### src/rtl/usb_bus_initiator_pkg.sv
// Shared definitions for the USB register-bus initiator: FSM states, phase-counter width
// and the address/data widths that the register-bus responder also uses.
package usb_bus_initiator_pkg;

    localparam int PHASE_W    = 4;
    localparam int ADDR_W     = 8;
    localparam int DATA_W     = 8;
    localparam int BYTE_CNT_W = 8;

    typedef enum logic [2:0] {
        IDLE,
        ALE,
        SETUP,
        STROBE,
        HOLD,
        WAIT
    } bus_state_t;

    // The phase timer reports done once it has counted down to zero, so an
    // N-cycle phase is loaded with N-1.
    function automatic logic [PHASE_W-1:0] phase_preload(input int cycles);
        return PHASE_W'(cycles - 1);
    endfunction

endpackage

### src/rtl/usb_bus_phase_timer.sv
// Loadable down-counter shared by the ALE, SETUP, STROBE and HOLD phases.
// done is high while the count is zero; it stays at zero until reloaded.
module usb_bus_phase_timer
    import usb_bus_initiator_pkg::*;
(
    input  logic               clk,
    input  logic               rst,
    input  logic               load,
    input  logic [PHASE_W-1:0] load_val,
    output logic               done
);

    logic [PHASE_W-1:0] cnt_reg;

    always_ff @(posedge clk or posedge rst) begin
        if (rst) begin
            cnt_reg <= '0;
        end else if (load) begin
            cnt_reg <= load_val;
        end else if (cnt_reg != '0) begin
            cnt_reg <= cnt_reg - PHASE_W'(1);
        end
    end

    assign done = (cnt_reg == '0);

endmodule

### src/rtl/usb_bus_initiator.sv
// Drives the ChipWhisperer USB register bus (address latch, then one data strobe per byte)
// from a command handshake plus byte streams; one burst per command, address held constant.
module usb_bus_initiator
    import usb_bus_initiator_pkg::*;
#(
    parameter int ALE_CYCLES   = 2,
    parameter int SETUP_CYCLES = 1,
    parameter int PULSE_CYCLES = 3,
    parameter int HOLD_CYCLES  = 1
) (
    input  logic                  clk_usb,
    input  logic                  reset_i,
    input  logic                  cmd_valid,
    output logic                  cmd_ready,
    input  logic                  cmd_write,
    input  logic [ADDR_W-1:0]     cmd_addr,
    input  logic [BYTE_CNT_W-1:0] cmd_len,
    input  logic                  wdata_valid,
    output logic                  wdata_ready,
    input  logic [DATA_W-1:0]     wdata,
    output logic                  rdata_valid,
    input  logic                  rdata_ready,
    output logic [DATA_W-1:0]     rdata,
    output logic                  busy,
    output logic [ADDR_W-1:0]     usb_addr,
    output logic [DATA_W-1:0]     usb_d_o,
    output logic                  usb_d_oe,
    input  logic [DATA_W-1:0]     usb_d_i,
    output logic                  usb_cen,
    output logic                  usb_alen,
    output logic                  usb_rdn,
    output logic                  usb_wrn
);

    localparam logic [PHASE_W-1:0] ALE_LD   = phase_preload(ALE_CYCLES);
    localparam logic [PHASE_W-1:0] SETUP_LD = phase_preload(SETUP_CYCLES);
    localparam logic [PHASE_W-1:0] PULSE_LD = phase_preload(PULSE_CYCLES);
    localparam logic [PHASE_W-1:0] HOLD_LD  = phase_preload(HOLD_CYCLES);
    // With no setup phase a byte starts directly with the strobe.
    localparam logic [PHASE_W-1:0] BYTE_LD    = (SETUP_CYCLES == 0) ? PULSE_LD : SETUP_LD;
    localparam bus_state_t         BYTE_STATE = (SETUP_CYCLES == 0) ? STROBE : SETUP;

    bus_state_t              state_reg;
    logic                    write_reg;
    logic [BYTE_CNT_W-1:0]   cnt_reg;
    logic [DATA_W-1:0]       wbuf_reg;
    logic                    wbuf_full_reg;
    logic                    rdata_pend_reg;

    logic                    phase_load;
    logic [PHASE_W-1:0]      phase_val;
    logic                    phase_done;
    logic                    start_byte;
    logic                    byte_in;
    logic                    have_byte;
    logic                    rd_stall;
    logic                    more_bytes;

    usb_bus_phase_timer u_phase_timer (
        .clk      (clk_usb),
        .rst      (reset_i),
        .load     (phase_load),
        .load_val (phase_val),
        .done     (phase_done)
    );

    assign byte_in   = wdata_ready & wdata_valid;
    assign have_byte = wbuf_full_reg | byte_in;
    // A captured byte is in flight for one cycle before rdata_valid rises.
    assign rd_stall  = rdata_pend_reg | (rdata_valid & ~rdata_ready);
    // cnt_reg counts bytes still owed after the current one; HOLD has not decremented yet.
    assign more_bytes = (state_reg == HOLD) ? (cnt_reg != BYTE_CNT_W'(1)) : (cnt_reg != '0);

    always_comb begin
        phase_load = 1'b0;
        phase_val  = '0;
        start_byte = 1'b0;
        unique case (state_reg)
            IDLE: begin
                if (cmd_valid && cmd_ready) begin
                    phase_load = 1'b1;
                    phase_val  = ALE_LD;
                end
            end
            ALE:    start_byte = phase_done && (!write_reg || have_byte);
            WAIT:   start_byte = have_byte;
            SETUP: begin
                phase_load = phase_done;
                phase_val  = PULSE_LD;
            end
            STROBE: begin
                phase_load = phase_done;
                phase_val  = HOLD_LD;
            end
            HOLD:   start_byte = phase_done && (cnt_reg != '0) && (write_reg ? have_byte : !rd_stall);
            default: ;
        endcase
        if (start_byte) begin
            phase_load = 1'b1;
            phase_val  = BYTE_LD;
        end
    end

    always_ff @(posedge clk_usb or posedge reset_i) begin
        if (reset_i) begin
            state_reg      <= IDLE;
            write_reg      <= 1'b0;
            cnt_reg        <= '0;
            wbuf_reg       <= '0;
            wbuf_full_reg  <= 1'b0;
            rdata_pend_reg <= 1'b0;
            cmd_ready      <= 1'b0;
            wdata_ready    <= 1'b0;
            rdata_valid    <= 1'b0;
            rdata          <= '0;
            busy           <= 1'b0;
            usb_addr       <= '0;
            usb_d_o        <= '0;
            usb_d_oe       <= 1'b0;
            usb_cen        <= 1'b1;
            usb_alen       <= 1'b1;
            usb_rdn        <= 1'b1;
            usb_wrn        <= 1'b1;
        end else begin
            if (byte_in) begin
                wbuf_reg      <= wdata;
                wbuf_full_reg <= 1'b1;
                wdata_ready   <= 1'b0;
            end

            // A new capture wins over a simultaneous consumer accept.
            if (rdata_pend_reg) begin
                rdata_valid    <= 1'b1;
                rdata_pend_reg <= 1'b0;
            end else if (rdata_valid && rdata_ready) begin
                rdata_valid <= 1'b0;
            end

            if (start_byte) begin
                if (state_reg == HOLD) begin
                    cnt_reg <= cnt_reg - BYTE_CNT_W'(1);
                end
                state_reg <= BYTE_STATE;
                usb_alen  <= 1'b1;
                usb_d_oe  <= write_reg;
                if (write_reg) begin
                    usb_d_o       <= byte_in ? wdata : wbuf_reg;
                    wbuf_full_reg <= 1'b0;
                    wdata_ready   <= more_bytes;
                end
                if (SETUP_CYCLES == 0) begin
                    usb_wrn <= ~write_reg;
                    usb_rdn <= write_reg;
                end
            end else begin
                unique case (state_reg)
                    IDLE: begin
                        cmd_ready <= 1'b1;
                        if (cmd_valid && cmd_ready) begin
                            state_reg     <= ALE;
                            write_reg     <= cmd_write;
                            cnt_reg       <= cmd_len;
                            wbuf_full_reg <= 1'b0;
                            usb_addr      <= cmd_addr;
                            usb_cen       <= 1'b0;
                            usb_alen      <= 1'b0;
                            busy          <= 1'b1;
                            cmd_ready     <= 1'b0;
                            wdata_ready   <= cmd_write;
                        end
                    end
                    ALE: begin
                        // Only a write with no byte on hand gets here.
                        if (phase_done) begin
                            usb_alen  <= 1'b1;
                            state_reg <= WAIT;
                        end
                    end
                    WAIT: ;
                    SETUP: begin
                        if (phase_done) begin
                            state_reg <= STROBE;
                            usb_wrn   <= ~write_reg;
                            usb_rdn   <= write_reg;
                        end
                    end
                    STROBE: begin
                        if (phase_done) begin
                            state_reg <= HOLD;
                            usb_wrn   <= 1'b1;
                            usb_rdn   <= 1'b1;
                            if (!write_reg) begin
                                rdata          <= usb_d_i;
                                rdata_pend_reg <= 1'b1;
                            end
                        end
                    end
                    HOLD: begin
                        if (phase_done) begin
                            if (cnt_reg == '0) begin
                                state_reg <= IDLE;
                                usb_cen   <= 1'b1;
                                usb_d_oe  <= 1'b0;
                                busy      <= 1'b0;
                                cmd_ready <= 1'b1;
                            end else if (write_reg) begin
                                cnt_reg   <= cnt_reg - BYTE_CNT_W'(1);
                                state_reg <= WAIT;
                            end
                        end
                    end
                    default: state_reg <= IDLE;
                endcase
            end
        end
    end

endmodule

### config.mk
export PLATFORM = sky130hd
export DESIGN_NAME = usb_bus_initiator
export DESIGN_NICKNAME = d
export VERILOG_FILES = /design/src/rtl/usb_bus_initiator_pkg.sv /design/src/rtl/usb_bus_phase_timer.sv /design/src/rtl/usb_bus_initiator.sv
export SDC_FILE = /design/constraint.sdc
export NUM_CORES = 1
export LEC_CHECK = 0
export BUFFER_PORTS_ARGS = -buffer_cell sky130_fd_sc_hd__buf_2
export CORE_AREA = 2 2 78 80
export CTS_CLUSTER_SIZE = 10
export DETAILED_ROUTE_END_ITERATION = 8
export DIE_AREA = 0 0 80 82
export GPL_ROUTABILITY_DRIVEN = 0
export PLACE_DENSITY = 0.76
export SLEW_MARGIN = 10
export SYNTH_ARGS = -nofsm -noshare
export SYNTH_HDL_FRONTEND = slang
export SYNTH_SLANG_ARGS = --single-unit
### constraint.sdc
create_clock -name clk_usb -period 7.1 [get_ports clk_usb]
set_input_delay 0.355 -clock clk_usb [delete_from_list [all_inputs] [get_ports clk_usb]]
set_output_delay 0.355 -clock clk_usb [all_outputs]
set_load 0.05 [all_outputs]
==> results, run 1 <==
- In this run the worst path has a maximum fanout of 7.
- For the final routed database, the setup TNS stands at 0 ns.
- After synthesis, the netlist uses 53 different library cells.
- Walking the worst path, the cells encountered are inv_1 > ha_1 > nor3b_1 > a211oi_4 > a31oi_1 > nand2_1 > o31ai_1.
- The combinational power share is between 40% and 50%.
- The first detailed-routing pass ran for 4 iterations.
- Of the total power, the share spent switching nets is 46.1%.
- For this run, design rule violations remaining after detail routing come to 0.
- Setup repair after global routing left no endpoint under its margin.
- After synthesis, the most frequently instantiated cells are sky130_fd_sc_hd__dfrtp_1 (55), sky130_fd_sc_hd__nand2_1 (36), sky130_fd_sc_hd__mux2_2 (16).
- The required time of the critical path is around 7.3 ns.
- Timing would allow up to 0.398 GHz.
- The number of enable-type register cells in the synthesized netlist is 0.
- For this run, the post-layout net count is approximately 380.
- The actual slew at the worst max-slew pin is 0.778 ns.
- The share of layout cells above drive strength 1 is 37.4%.
- The average wire per cell in the routed design is around 15 µm.
- The global-route usage over all layers is a little over a fifth.
- The final max-slew violation count is 0.
- The HPWL after detailed placement is roughly 4600 µm.
- The worst setup path is launched from a flop.
- Setup violations remaining at the end of the flow were counted as 0.
- In this run the vertical extent of the chip is 82 µm.
- The total CTS buffers is 9.
- The synthesized area divided by synthesized cell count is between 10 and 15 µm².
- The sequential element share of the synthesized area is around half.
- The buffer depth of the longest clock path is 2.
- The clock net in this run drives a total of 59 sinks.
- The count of nets left with antenna violations once routing finished came out at 0.
- The tool flagged a number of max-cap violations equal to 0.
- The H-tree was split into 3 levels.
- Once layout is done, the placed cells without fillers occupy 0.00353 mm².
- In the synthesized netlist the dominant register cell turns out to be sky130_fd_sc_hd__dfrtp_1.
- The static leakage is around 1.7 nW.
- By area the synthesized netlist is led by sky130_fd_sc_hd__dfrtp_1 (48%), sky130_fd_sc_hd__mux2_2 (6.3%), sky130_fd_sc_hd__nand2_1 (4.7%).
- The worst min-delay path category is primary input to flop.
- When the netlist entered floorplanning its net count stood at 309.
- The share of synthesized registers carrying an async set or reset is 100%.
- Fill cells in the final layout number around 500.
- Setup slack on the critical path of the routed design comes to 4.58 ns.
- The overall die area is 0.00656 mm².
- The area fraction of the dominant cell type after synthesis is 48.0%.
- The number of global-route vias before repair is ~2200.
- The most common cell in the netlist is sky130_fd_sc_hd__dfrtp_1.
- The internal portion of the total power is approximately 0.0011 W.
- The critical setup path kind is flop to flop.
- The area of the multi-input gates is approximately 0.0013 mm².
- The core region is 0.00575 mm².
- The total inserted antenna cells is 0.
- The critical-path cell with the highest stage delay is sky130_fd_sc_hd__nor3b_1.
- The first global-routing pass estimated ~10000 µm of wire.
- After clock tree synthesis, the repair step resized 0 gates.
- In this run the post-CTS setup repair buffer count came out at 0.
- After layout, the worst path uses a little over a third of the clock period.
- The flow ran to the end, and the final reports show no timing, DRC or antenna violations.
- The total number of yosys warnings is 0.
- Entering global routing, the biggest net connects 60 pins.
- The synthesized design spends more area on one cell type than any other, namely sky130_fd_sc_hd__dfrtp_1.
- Dividing total power by cell area gives a power density of roughly 560 mW/mm².
- The final critical delay including setup and external delays is about 2.5 ns.
- The total grt overflow is 0.
- The family with the most delay on the worst path is simple AND/OR/NAND/NOR gates.
- The detailed-route via count is 2313.
- The source-to-sink clock delay at the later pin of the worst-skew pair is 0.34 ns.
- The count of buffers added on input and output ports is 70.
- For this design, the CTS-stage hold fixing added 0 buffers.
- Headroom to the max-slew limit came out at slightly below 50%.
- The total routed wirelength is approximately 6500 µm.
- The clock skew after layout is about 0.011 ns.
- The minimum setup slack after placement is between 4 and 5 ns.
- Sequential cells burn about 32% of the power.
- The initial antenna violation count came to 0.
- The synthesized design contains 59 register bits.
- The number of buffers and inverters on the critical path is 1.
- The final-report hold violation count is 0.
- Using the TritonRoute via totals, the vias-per-cell ratio works out to 5.51.
- The arrival time reported for the critical path endpoint is about 2.8 ns.
- The mapped netlist covers between 0.002 and 0.003 mm².
- The post-synthesis instance total is between 200 and 300.
- The type of destination of the critical path is a flop.
- The die width is approximately 80 µm.
- The number of violations reported at the end of detailed-routing iteration 0 is 119.
- After layout, the design draws a total of between 0.0015 and 0.002 W.
- Per report_power, the clock group accounts for a little under a fifth of the total.
- The number of rows in the core area is 28.
- Compared with the post-synthesis result, the final layout area differs by 23.2%.
- VDD sags by at most slightly above 300 µV.
- In this run the cell area measured after placement is 0.00328 mm².
- For this design the top-level I/O count stands at 71.
- The CTS tree is done.
- Summed over all nets, the switching power comes to roughly 0.00091 W.
- After clock tree synthesis, the clock-pin slew on the worst setup and hold paths is approximately 0.070 ns.
- Clock tree synthesis selected as its root buffer the cell sky130_fd_sc_hd__clkbuf_8.
- The initial utilization of the core area, before any placement, comes to 49.9%.
- The maximum cell stage delay along the critical path is ~0.67 ns.
- The sequential cells in the finished layout cover a total of 0.00148 mm².
-- worst paths after layout --
path / from / depth (start not counted) / slack [ns] / end
hold reg to reg: usb_addr[5]$_DFFE_PP0P_ / 2 / 0.47 / usb_addr[5]$_DFFE_PP0P_
setup / recovery: cnt_reg[0]$_DFFE_PP0P_ / 7 / 4.58 / state_reg[2]$_DFFE_PP0P_
hold / removal: cmd_addr[2] / 3 / 0.20 / usb_addr[2]$_DFFE_PP0P_
max in group asynchronous: reset_i / 3 / 6.40 / u_phase_timer.cnt_reg[2]$_DFFE_PP0P_
setup reg to reg: cnt_reg[0]$_DFFE_PP0P_ / 7 / 4.58 / state_reg[2]$_DFFE_PP0P_
min in group asynchronous: reset_i / 3 / 0.23 / rdata[4]$_DFFE_PP0P_
-- worst register-to-register path: stages, from the launching register on --
cell,delay (ns)
sky130_fd_sc_hd__dfrtp_1,0.45
sky130_fd_sc_hd__inv_1,0.09
sky130_fd_sc_hd__ha_1,0.21
sky130_fd_sc_hd__nor3b_1,0.67
sky130_fd_sc_hd__a211oi_4,0.14
sky130_fd_sc_hd__a31oi_1,0.35
sky130_fd_sc_hd__nand2_1,0.20
sky130_fd_sc_hd__o31ai_1,0.30
-- cell families after synthesis --
group,Yosys count,share of synthesized area [%]
compound gates,66,16.1
flops,59,51.7
mux,25,10.8
xor+xnor,2,0.611
buf+inv,23,3.32
fa+ha+maj,4,1.75
simple gates,88,15.8
-- area by class of cell --
type	instances	share of cell area, %
clock inverters	6	3.15
multi-input cells	185	36.5
well taps	75	2.66
clock buffers	10	3.90
repair buffers	73	10.6
inverters	12	1.27
flip-flops and latches	59	41.9
-- power groups by stage --
stage	clock [W]	combinational, W	sequential (W)
CTS	0.000387	0.000969	0.000631
global route	0.000403	0.00105	0.000656
global placement	0	0.000947	0.000626
detailed placement	0	0.000966	0.000635
floorplan	0	0.000499	0.000886
finish	0.000380	0.000968	0.000633
-- metal layers --
layer / routed length [µm] / track usage, % / up-vias
li1: - / - / 1108
met1: 2750 / 28.0 / 1111
met2: 3130 / 32.2 / 82
met3: 459 / 7.47 / 12
met4: 111 / 7.12 / 0
met5: 0 / 0 / -
-- placed cells by master, fill, tap and decap left out, types with 2 or more instances in the layout --
cell                        count
sky130_fd_sc_hd__or4_1          4
sky130_fd_sc_hd__o21ai_1        7
sky130_fd_sc_hd__dfrtp_1       55
sky130_fd_sc_hd__o21ai_0        9
sky130_fd_sc_hd__a22o_1         9
sky130_fd_sc_hd__mux2_2        16
sky130_fd_sc_hd__dfstp_2        4
sky130_fd_sc_hd__a211o_1        2
sky130_fd_sc_hd__clkbuf_8      10
sky130_fd_sc_hd__nand3_1        5
sky130_fd_sc_hd__or3b_4         2
sky130_fd_sc_hd__nor3b_1        3
sky130_fd_sc_hd__bufinv_16      3
sky130_fd_sc_hd__o31ai_1        5
sky130_fd_sc_hd__buf_2         70
sky130_fd_sc_hd__ha_1           4
sky130_fd_sc_hd__nand2b_1       4
sky130_fd_sc_hd__nand2_1       36
sky130_fd_sc_hd__or3_1          2
sky130_fd_sc_hd__inv_1         10
sky130_fd_sc_hd__xnor2_1        2
sky130_fd_sc_hd__a21oi_1       14
sky130_fd_sc_hd__mux2_4         8
sky130_fd_sc_hd__nor3_1        10
sky130_fd_sc_hd__nor2_1        12
sky130_fd_sc_hd__buf_4          3
sky130_fd_sc_hd__a31oi_1        4
sky130_fd_sc_hd__o221ai_1       2
sky130_fd_sc_hd__nand4_1        2
-- stage by stage --
step / utilization [%] / cells / hold slack, ns
6_report: 61.5 / 420 / 0.200
5_1_grt: 61.5 / 420 / 0.202
4_1_cts: 61.5 / 420 / 0.188
3_5_place_dp: 57.2 / 404 / 0.460
3_3_place_gp: 57.2 / 404 / 0.454
2_1_floorplan: - / 267 / 0.437
(Power assumes the default switching activity.)
==> run 2: changes to the inputs <==
--- a/config.mk
+++ b/config.mk
@@ -6,12 +6,12 @@
 export NUM_CORES = 1
 export LEC_CHECK = 0
 export BUFFER_PORTS_ARGS = -buffer_cell sky130_fd_sc_hd__buf_2
-export CORE_AREA = 2 2 78 80
+export CORE_AREA = 2 2 81 83
 export CTS_CLUSTER_SIZE = 10
 export DETAILED_ROUTE_END_ITERATION = 8
-export DIE_AREA = 0 0 80 82
+export DIE_AREA = 0 0 83 85
 export GPL_ROUTABILITY_DRIVEN = 0
-export PLACE_DENSITY = 0.76
+export PLACE_DENSITY = 0.74
 export SLEW_MARGIN = 10
 export SYNTH_ARGS = -nofsm -noshare
 export SYNTH_HDL_FRONTEND = slang
==> constraint.sdc (replaced) <==
create_clock -name clk_usb -period 2.2 [get_ports clk_usb]
set_input_delay 0.11 -clock clk_usb [delete_from_list [all_inputs] [get_ports clk_usb]]
set_output_delay 0.11 -clock clk_usb [all_outputs]
set_load 0.05 [all_outputs]
==> run 2 against run 1 <==
  * Clock skew decreased by 0.0026 ns
  * Core utilization up 2.6 points
  * Flip-flop and latch count did not move
  * Die area increased by 7.5%
  * Final cell count grew 10%
  * Sequential power rose to 3.1 times the previous value
  * First-iteration DRC count grew 24%
  * Wire length is 15% higher
  * Largest power group unchanged
==> results, run 2 (synthesis results as in run 1) <==
- The analysis attributes to cell leakage a power of around 1.9 nW.
- The peak supply drop is between 1000 and 1500 µV.
- The analysis attributes to net switching a power of roughly 0.0031 W.
- The number of rows in the core area is 29.
- The clock skew after layout is a little over 0.008 ns.
- The area added between synthesis and finish is 38.6%.
- The buffer depth of the longest clock path is 2.
- The post-route netlist has roughly two fifths of its cells at a drive strength greater than 1.
- Once the floorplan was initialized, standard cells occupied 46.2% of the core.
- In the finished design, the share of the clock period the worst path needs comes to 97.2%.
- The chip height is between 80 and 90 µm.
- The combinational power share is ~55%.
- The type of destination of the critical path is a flop.
- For this design the ratio of total power to cell area is 1700 mW/mm².
- The total routed wirelength is ~7400 µm.
- Entering global routing, the biggest net connects 31 pins.
- CTS built an H-tree with a depth of 3.
- The total inserted antenna cells is 0.
- The wire length of the first global-routing pass is 12000 µm.
- For this run, design rule violations remaining after detail routing come to 0.
- The hold-critical path depth is 2.
- The total number of clock tree sinks is a little under 60.
- The worst register-to-register path begins at u_phase_timer.cnt_reg[0]$_DFFE_PP0P_.
- The global-route usage over all layers is a little over a fifth.
- The setup slack of the worst register-to-register path is 0.06 ns.
- Once detail routing completed, the nets flagged for antenna violations numbered 0.
- The final setup violation count is 0.
- The average wire per cell in the routed design is roughly 16 µm.
- The number of global-route vias before repair is approximately 2500.
- After clock tree synthesis, the clock-pin slew on the worst setup and hold paths is approximately 0.07 ns.
- The first detailed-routing pass took 4 iterations.
- The part of the total power dissipated in sequential elements is between 20 and 30%.
- The final critical delay including setup and external delays is between 2 and 2.5 ns.
- The relative max-transition margin is roughly 58%.
- The worst setup path is launched from a flop.
- The die is approximately 83 µm wide.
- For this design, the slowest cell found on the critical path is sky130_fd_sc_hd__or3b_4.
- The number of buffers and inverters on the critical path is 2.
- Of the total power, the share spent switching nets is between 40% and 50%.
- The final max-slew violation count is 0.
- The library cells used most frequently in the layout, excluding fill and tap cells, are sky130_fd_sc_hd__buf_2 (70), sky130_fd_sc_hd__dfrtp_1 (55), sky130_fd_sc_hd__nand2_1 (36).
- The largest single stage delay on the critical path is between 0.4 and 0.5 ns.
- Summing all multi-input logic gate instances after layout gives 0.00136 mm².
- During I/O placement, the number of pins put on the boundary was 71.
- The critical path goes through inv_2 > ha_4 > or3b_4 > a211oi_4 > a211o_1 > buf_12 > o21ai_1 > a22o_1.
- The via-per-instance ratio is around 5.5.
- The overall die area is around 0.0071 mm².
- CTS placed an instance of sky130_fd_sc_hd__clkbuf_8 at the clock tree root.
- Buffers inserted during clock tree synthesis total 9.
- TritonCTS built the clock tree.
- The final layout contains 423 nets.
- The number of max-cap violations is 0.
- Once layout is complete, the cells apart from fillers number roughly 460.
- Internal power comes to approximately 0.0037 W.
- The worst hold path begins at wdata[6].
- In the final layout, flip-flops and latches occupy approximately 0.0015 mm².
- After routing the design area is between 0.003 and 0.004 mm².
- Detailed placement finished with a half-perimeter wire length of between 4000 and 5000 µm.
- For this block, the via count after detailed routing is between 2000 and 3000.
- The critical setup path kind is flop to flop.
- The initial antenna violation count came to 0.
- At the pin with the least slew margin, the transition time is approximately 0.63 ns.
- The portion of total power attributed to the clock network is between 10% and 20%.
- STA puts the critical path data required time at 2.43 ns.
- The placeable core area is slightly above 0.006 mm².
- The family with the most delay on the worst path is compound AO/OA/AOI/OAI gates.
- The arrival time reported for the critical path endpoint is 2.37 ns.
- The library cell used most frequently in the layout, excluding fill and tap cells, is sky130_fd_sc_hd__buf_2.
- The first routing iteration left ~150 violations.
- The endpoint identified for the worst register-to-register timing path is cnt_reg[2]$_DFFE_PP0P_.
- After detailed placement, the design holds a cell count of between 400 and 500.
- The maximum fanout encountered on the critical timing path is 7.
- The layout filler cell count is around 460.
- The total placed instance area is approximately 0.0035 mm².
- Timing would allow up to approximately 0.47 GHz.
- The final-report hold violation count is 0.
- The number of buffers added on ports is 70.
- Counting cells, the worst reg-to-reg path comes to 8.
- The source-to-sink clock delay at the later pin of the worst-skew pair is 0.34 ns.
- The worst hold path belongs to the class primary input to flop.
- The terminating pin of the worst hold path is wbuf_reg[6]$_DFF_PP0_.
- The run finished with clean final reports.
- The total grt overflow is 0.
==> run 2: final cells by class <==
type	count	share of cell area [%]
Inverter	12	1.13
Timing Repair Buffer	114	19.6
Clock inverter	5	1.95
Tap cell	77	2.42
Sequential cell	59	37.3
Multi-Input combinational cell	185	34.1
Clock buffer	10	3.46
==> run 2: metal layers <==
layer	track usage, %	vias up	share of wire, %
li1	-	1190	-
met1	27.8	1239	42
met2	34.4	87	49
met3	5.45	23	4.9
met4	11.2	0	3.3
met5	0	-	0
==> run 2: how the worst max path moves through the flow <==
stage               slack [ns]                                  from                endpoint  cells after the start
finish                    0.06  u_phase_timer.cnt_reg[0]$_DFFE_PP0P_  cnt_reg[2]$_DFFE_PP0P_                      8
global route             -0.02  u_phase_timer.cnt_reg[0]$_DFFE_PP0P_  cnt_reg[6]$_DFFE_PP0P_                      8
CTS                       0.04  u_phase_timer.cnt_reg[1]$_DFFE_PP0P_  usb_d_o[0]$_DFFE_PP0P_                      8
detailed placement      -0.005  u_phase_timer.cnt_reg[1]$_DFFE_PP0P_  cnt_reg[2]$_DFFE_PP0P_                      8
global placement          0.08  u_phase_timer.cnt_reg[1]$_DFFE_PP0P_  cnt_reg[5]$_DFFE_PP0P_                      8
floorplan                -0.03  u_phase_timer.cnt_reg[0]$_DFFE_PP0P_  usb_d_o[0]$_DFFE_PP0P_                      8
==> run 2: timing repair <==
| action | in CTS | in global routing |
|---|---|---|
| cloned | 0 | 1 |
| endpoints found under the setup margin | 5 | 32 |
| pin swaps | 1 | 6 |
| hold endpoints to repair | 43 | 1 |
| hold buffers | 17 | 1 |
| gates resized for setup | 1 | 10 |
| setup buffers | 0 | 4 |
==> run 2: through the flow <==
| stage | util [%] | hold slack (ns) | setup TNS (ns) | power [W] | setup WS, ns |
|---|---|---|---|---|---|
| finish | 64.1 | 0.0135 | 0 | 0.00677 | 0.0624 |
| global route | 64.1 | 0.0108 | -0.0606 | 0.00717 | -0.0249 |
| detailed placement | 55.9 | 0.235 | -0.0111 | 0.00542 | -0.00514 |
| CTS | 62.3 | 0.00110 | 0 | 0.00656 | 0.0385 |
| global placement | 55.9 | 0.238 | 0 | 0.00534 | 0.0782 |
| floorplan | - | 0.215 | -0.273 | 0.00450 | -0.0342 |
==> run 2: power groups by stage <==
stage | clock (W) | combinational (W) | sequential, W
after CTS | 0.00110 | 0.00353 | 0.00193
after detailed placement | 0 | 0.00348 | 0.00194
after global routing | 0.00115 | 0.00402 | 0.00200
after global placement | 0 | 0.00341 | 0.00193
final | 0.00108 | 0.00374 | 0.00194
after floorplan | 0 | 0.00164 | 0.00286
==> run 3: changes to the inputs <==
--- a/config.mk
+++ b/config.mk
@@ -6,12 +6,12 @@
 export NUM_CORES = 1
 export LEC_CHECK = 0
 export BUFFER_PORTS_ARGS = -buffer_cell sky130_fd_sc_hd__buf_2
-export CORE_AREA = 2 2 81 83
+export CORE_AREA = 2 2 78 80
 export CTS_CLUSTER_SIZE = 10
 export DETAILED_ROUTE_END_ITERATION = 8
-export DIE_AREA = 0 0 83 85
+export DIE_AREA = 0 0 80 82
 export GPL_ROUTABILITY_DRIVEN = 0
-export PLACE_DENSITY = 0.74
+export PLACE_DENSITY = 0.76
 export SLEW_MARGIN = 10
 export SYNTH_ARGS = -nofsm -noshare
 export SYNTH_HDL_FRONTEND = slang
==> constraint.sdc (replaced) <==
create_clock -name clk_usb -period 2.1 [get_ports clk_usb]
set_input_delay 0.105 -clock clk_usb [delete_from_list [all_inputs] [get_ports clk_usb]]
set_output_delay 0.105 -clock clk_usb [all_outputs]
set_load 0.05 [all_outputs]
==> run 3 against run 2 <==
  * Core utilization increased by 8.2 points
  * Die area decreased by 7.0%
  * The run now ends with setup timing left
  * Global-route usage increased by 3.0 points
  * Power increased by 11%
==> results, run 3 (synthesis results as in run 1) <==
- The count of H-tree levels built during CTS is 3.
- Walking the worst path, the cells encountered are inv_2 > ha_4 > or3b_4 > a211oi_4 > buf_4 > a31oi_4 > and2_4 > a311oi_2.
- At the end of the flow, the number of nets in the layout was approximately 430.
- The first global-routing pass estimated between 10000 and 15000 µm of wire.
- In the final layout, the multi-input gates occupy about 0.0015 mm².
- The category of the worst setup path launch point is a flop.
- The number of violations reported at the end of detailed-routing iteration 0 is around 200.
- The final route contains 2670 vias.
- The number of nets still failing antenna checks after routing is 0.
- The total grt overflow is 0.
- Counting I/O delays and the setup requirement, the final critical path takes approximately 2.2 ns.
- In this run the tightest slew margin relative to its limit is between 50 and 60%.
- Counting tap cells, the placed design contains a total of 432 instances.
- The peak supply drop is about 1100 µV.
- The cell sitting at the root of the clock tree is a sky130_fd_sc_hd__clkbuf_8.
- The worst setup path is captured at a flop.
- The number of buffers added on ports is 70.
- The checks that failed: setup timing.
- The fraction of the cycle the final worst path needs is 105%.
- The final max-slew violation count is 0.
- The setup slack of the worst register-to-register path is -0.11 ns.
- The footprint of the flip-flops and latches is between 0.001 and 0.0015 mm².
- The post-detailed-route DRC marker count is 0.
- The most common cell after layout, fill and taps aside is sky130_fd_sc_hd__buf_2.
- The critical-path cell with the highest stage delay is sky130_fd_sc_hd__or3b_4.
- The layout filler cell count is 379.
- The number of max-cap violations is 0.
- Data arrives at the worst endpoint at about 2.5 ns.
- The min-delay analysis places its worst path in the category primary input to flop.
- The maximum frequency from static timing analysis is about 0.45 GHz.
- The source-to-sink clock delay at the later pin of the worst-skew pair is around 0.34 ns.
- Wires add up to 8080 µm.
- Setup violations remaining at the end of the flow were counted as 10.
- The critical setup path kind is flop to flop.
- The final standard cell utilization of the core is between 70% and 80%.
- The total inserted antenna cells is 0.
- Summed over all cells, the static leakage comes to around 1.9 nW.
- The actual slew at the worst max-slew pin is slightly above 0.7 ns.
- The count of cells in the finished layout, fillers not included, comes to between 400 and 500.
- The via-per-instance ratio is 5.66.
- The initial antenna violation count is 0.
- On the worst path, the slowest cell contributes a delay of 0.45 ns.
- The total number of clock tree sinks is between 50 and 60.
- The clock skew after layout is around 0.0085 ns.
- The number of rows in the core area is 28.
- The global-route usage over all layers is between 20% and 30%.
- Setup repair after global routing could not meet its margin everywhere.
- The HPWL after detailed placement is 4880 µm.
- The final-report hold violation count is 0.
- The area growth from synthesis to layout is 44.8%.
- TritonCTS created 9 clock buffers.
- The CTS tree is done.
- The worst-case setup margin in the final layout is -0.114 ns.
- The buffer depth of the longest clock path is 2.
- The average wire per cell in the routed design is around 17 µm.
- In this run the vertical extent of the chip is ~82 µm.
- For this design the ratio of total power to cell area is 1810 mW/mm².
- The die is around 80 µm wide.
- In the layout the commonest cells are sky130_fd_sc_hd__buf_2 (70), sky130_fd_sc_hd__dfrtp_1 (55), sky130_fd_sc_hd__nand2_1 (35).
- The run finished, with violations left.
- The final non-filler cell area is around 0.0042 mm².
- In this run the worst path has a maximum fanout of 6.
- The share of layout cells above drive strength 1 is 47.6%.
- The first TritonRoute pass finished after 5 iterations.
- 71 I/O pins were placed.
- The floorplan step defined a core boundary enclosing 0.00575 mm².
- The number of global-route vias before repair is ~2600.
- The effective utilization at floorplan is between 40% and 50%.
- The clock input transition at the sequential cells of the worst setup and hold paths is approximately 0.080 ns.
- The maximum number of pins on one net before global-route repair is 60.
- The die covers ~0.0066 mm².
- The total placed instance area is roughly 0.0035 mm².
- The required time of the critical path is around 2.3 ns.
-- run 3: through the flow --
step	TNS [ns]	setup WS [ns]	hold WS (ns)	total power, W
3_3_place_gp	-0.0344	-0.0105	0.294	0.00571
2_1_floorplan	-1.07	-0.134	0.210	0.00472
5_1_grt	-1.84	-0.183	0.0148	0.00790
4_1_cts	-0.354	-0.0485	0.000110	0.00726
3_5_place_dp	-1.33	-0.124	0.305	0.00581
6_report	-0.532	-0.114	0.0127	0.00751
-- run 3: worst max-delay path, delay by kind of cell, from the launching register on --
family          cells  cell delay (ns)
simple gates        2             0.66
compound gates      3             0.65
flops               1             0.39
buf+inv             2             0.26
fa+ha+maj           1             0.13
-- run 3: layout make-up --
type | count | share of cell area [%]
clock buffers | 9 | 2.98
clock inverters | 7 | 2.47
inverters | 12 | 1.08
multi-input cells | 185 | 34.9
flip-flops and latches | 59 | 35.7
well taps | 75 | 2.26
repair buffers | 125 | 20.6
-- run 3: timing repair --
action                                  4_1_cts  5_1_grt
endpoints found under the setup margin       29       29
hold endpoints to repair                     69        1
gates resized for setup                      15       17
setup buffers                                 2        5
gates cloned                                  1        0
hold buffers                                 15        1
pin swaps                                     1       12
-- run 3: worst paths after layout --
kind,from,endpoint,depth (start not counted)
min in group asynchronous,reset_i,busy$_DFFE_PP0P_,4
hold / removal,wdata[2],wbuf_reg[2]$_DFF_PP0_,2
setup reg to reg,u_phase_timer.cnt_reg[0]$_DFFE_PP0P_,wdata_ready$_DFF_PP0_,8
hold reg to reg,usb_addr[6]$_DFFE_PP0P_,usb_addr[6]$_DFFE_PP0P_,2
setup / recovery,u_phase_timer.cnt_reg[0]$_DFFE_PP0P_,wdata_ready$_DFF_PP0_,8
max in group asynchronous,reset_i,cnt_reg[6]$_DFFE_PP0P_,4
-- run 3: routing by layer --
metal  track usage, %  up-vias  wire [µm]
met3             5.38       23        412
met4             12.0        0        211
met1             30.4     1314       3240
li1                 -     1219          -
met5                0        -          0
met2             41.3      114       4220
-- run 3: power breakdown --
part	total [W]	switching (W)	internal (W)
clock	0.00116	0.000486	0.000675
sequential	0.00206	0.000370	0.00169
combinational	0.00429	0.00264	0.00165
total	0.00751	0.00349	0.00402
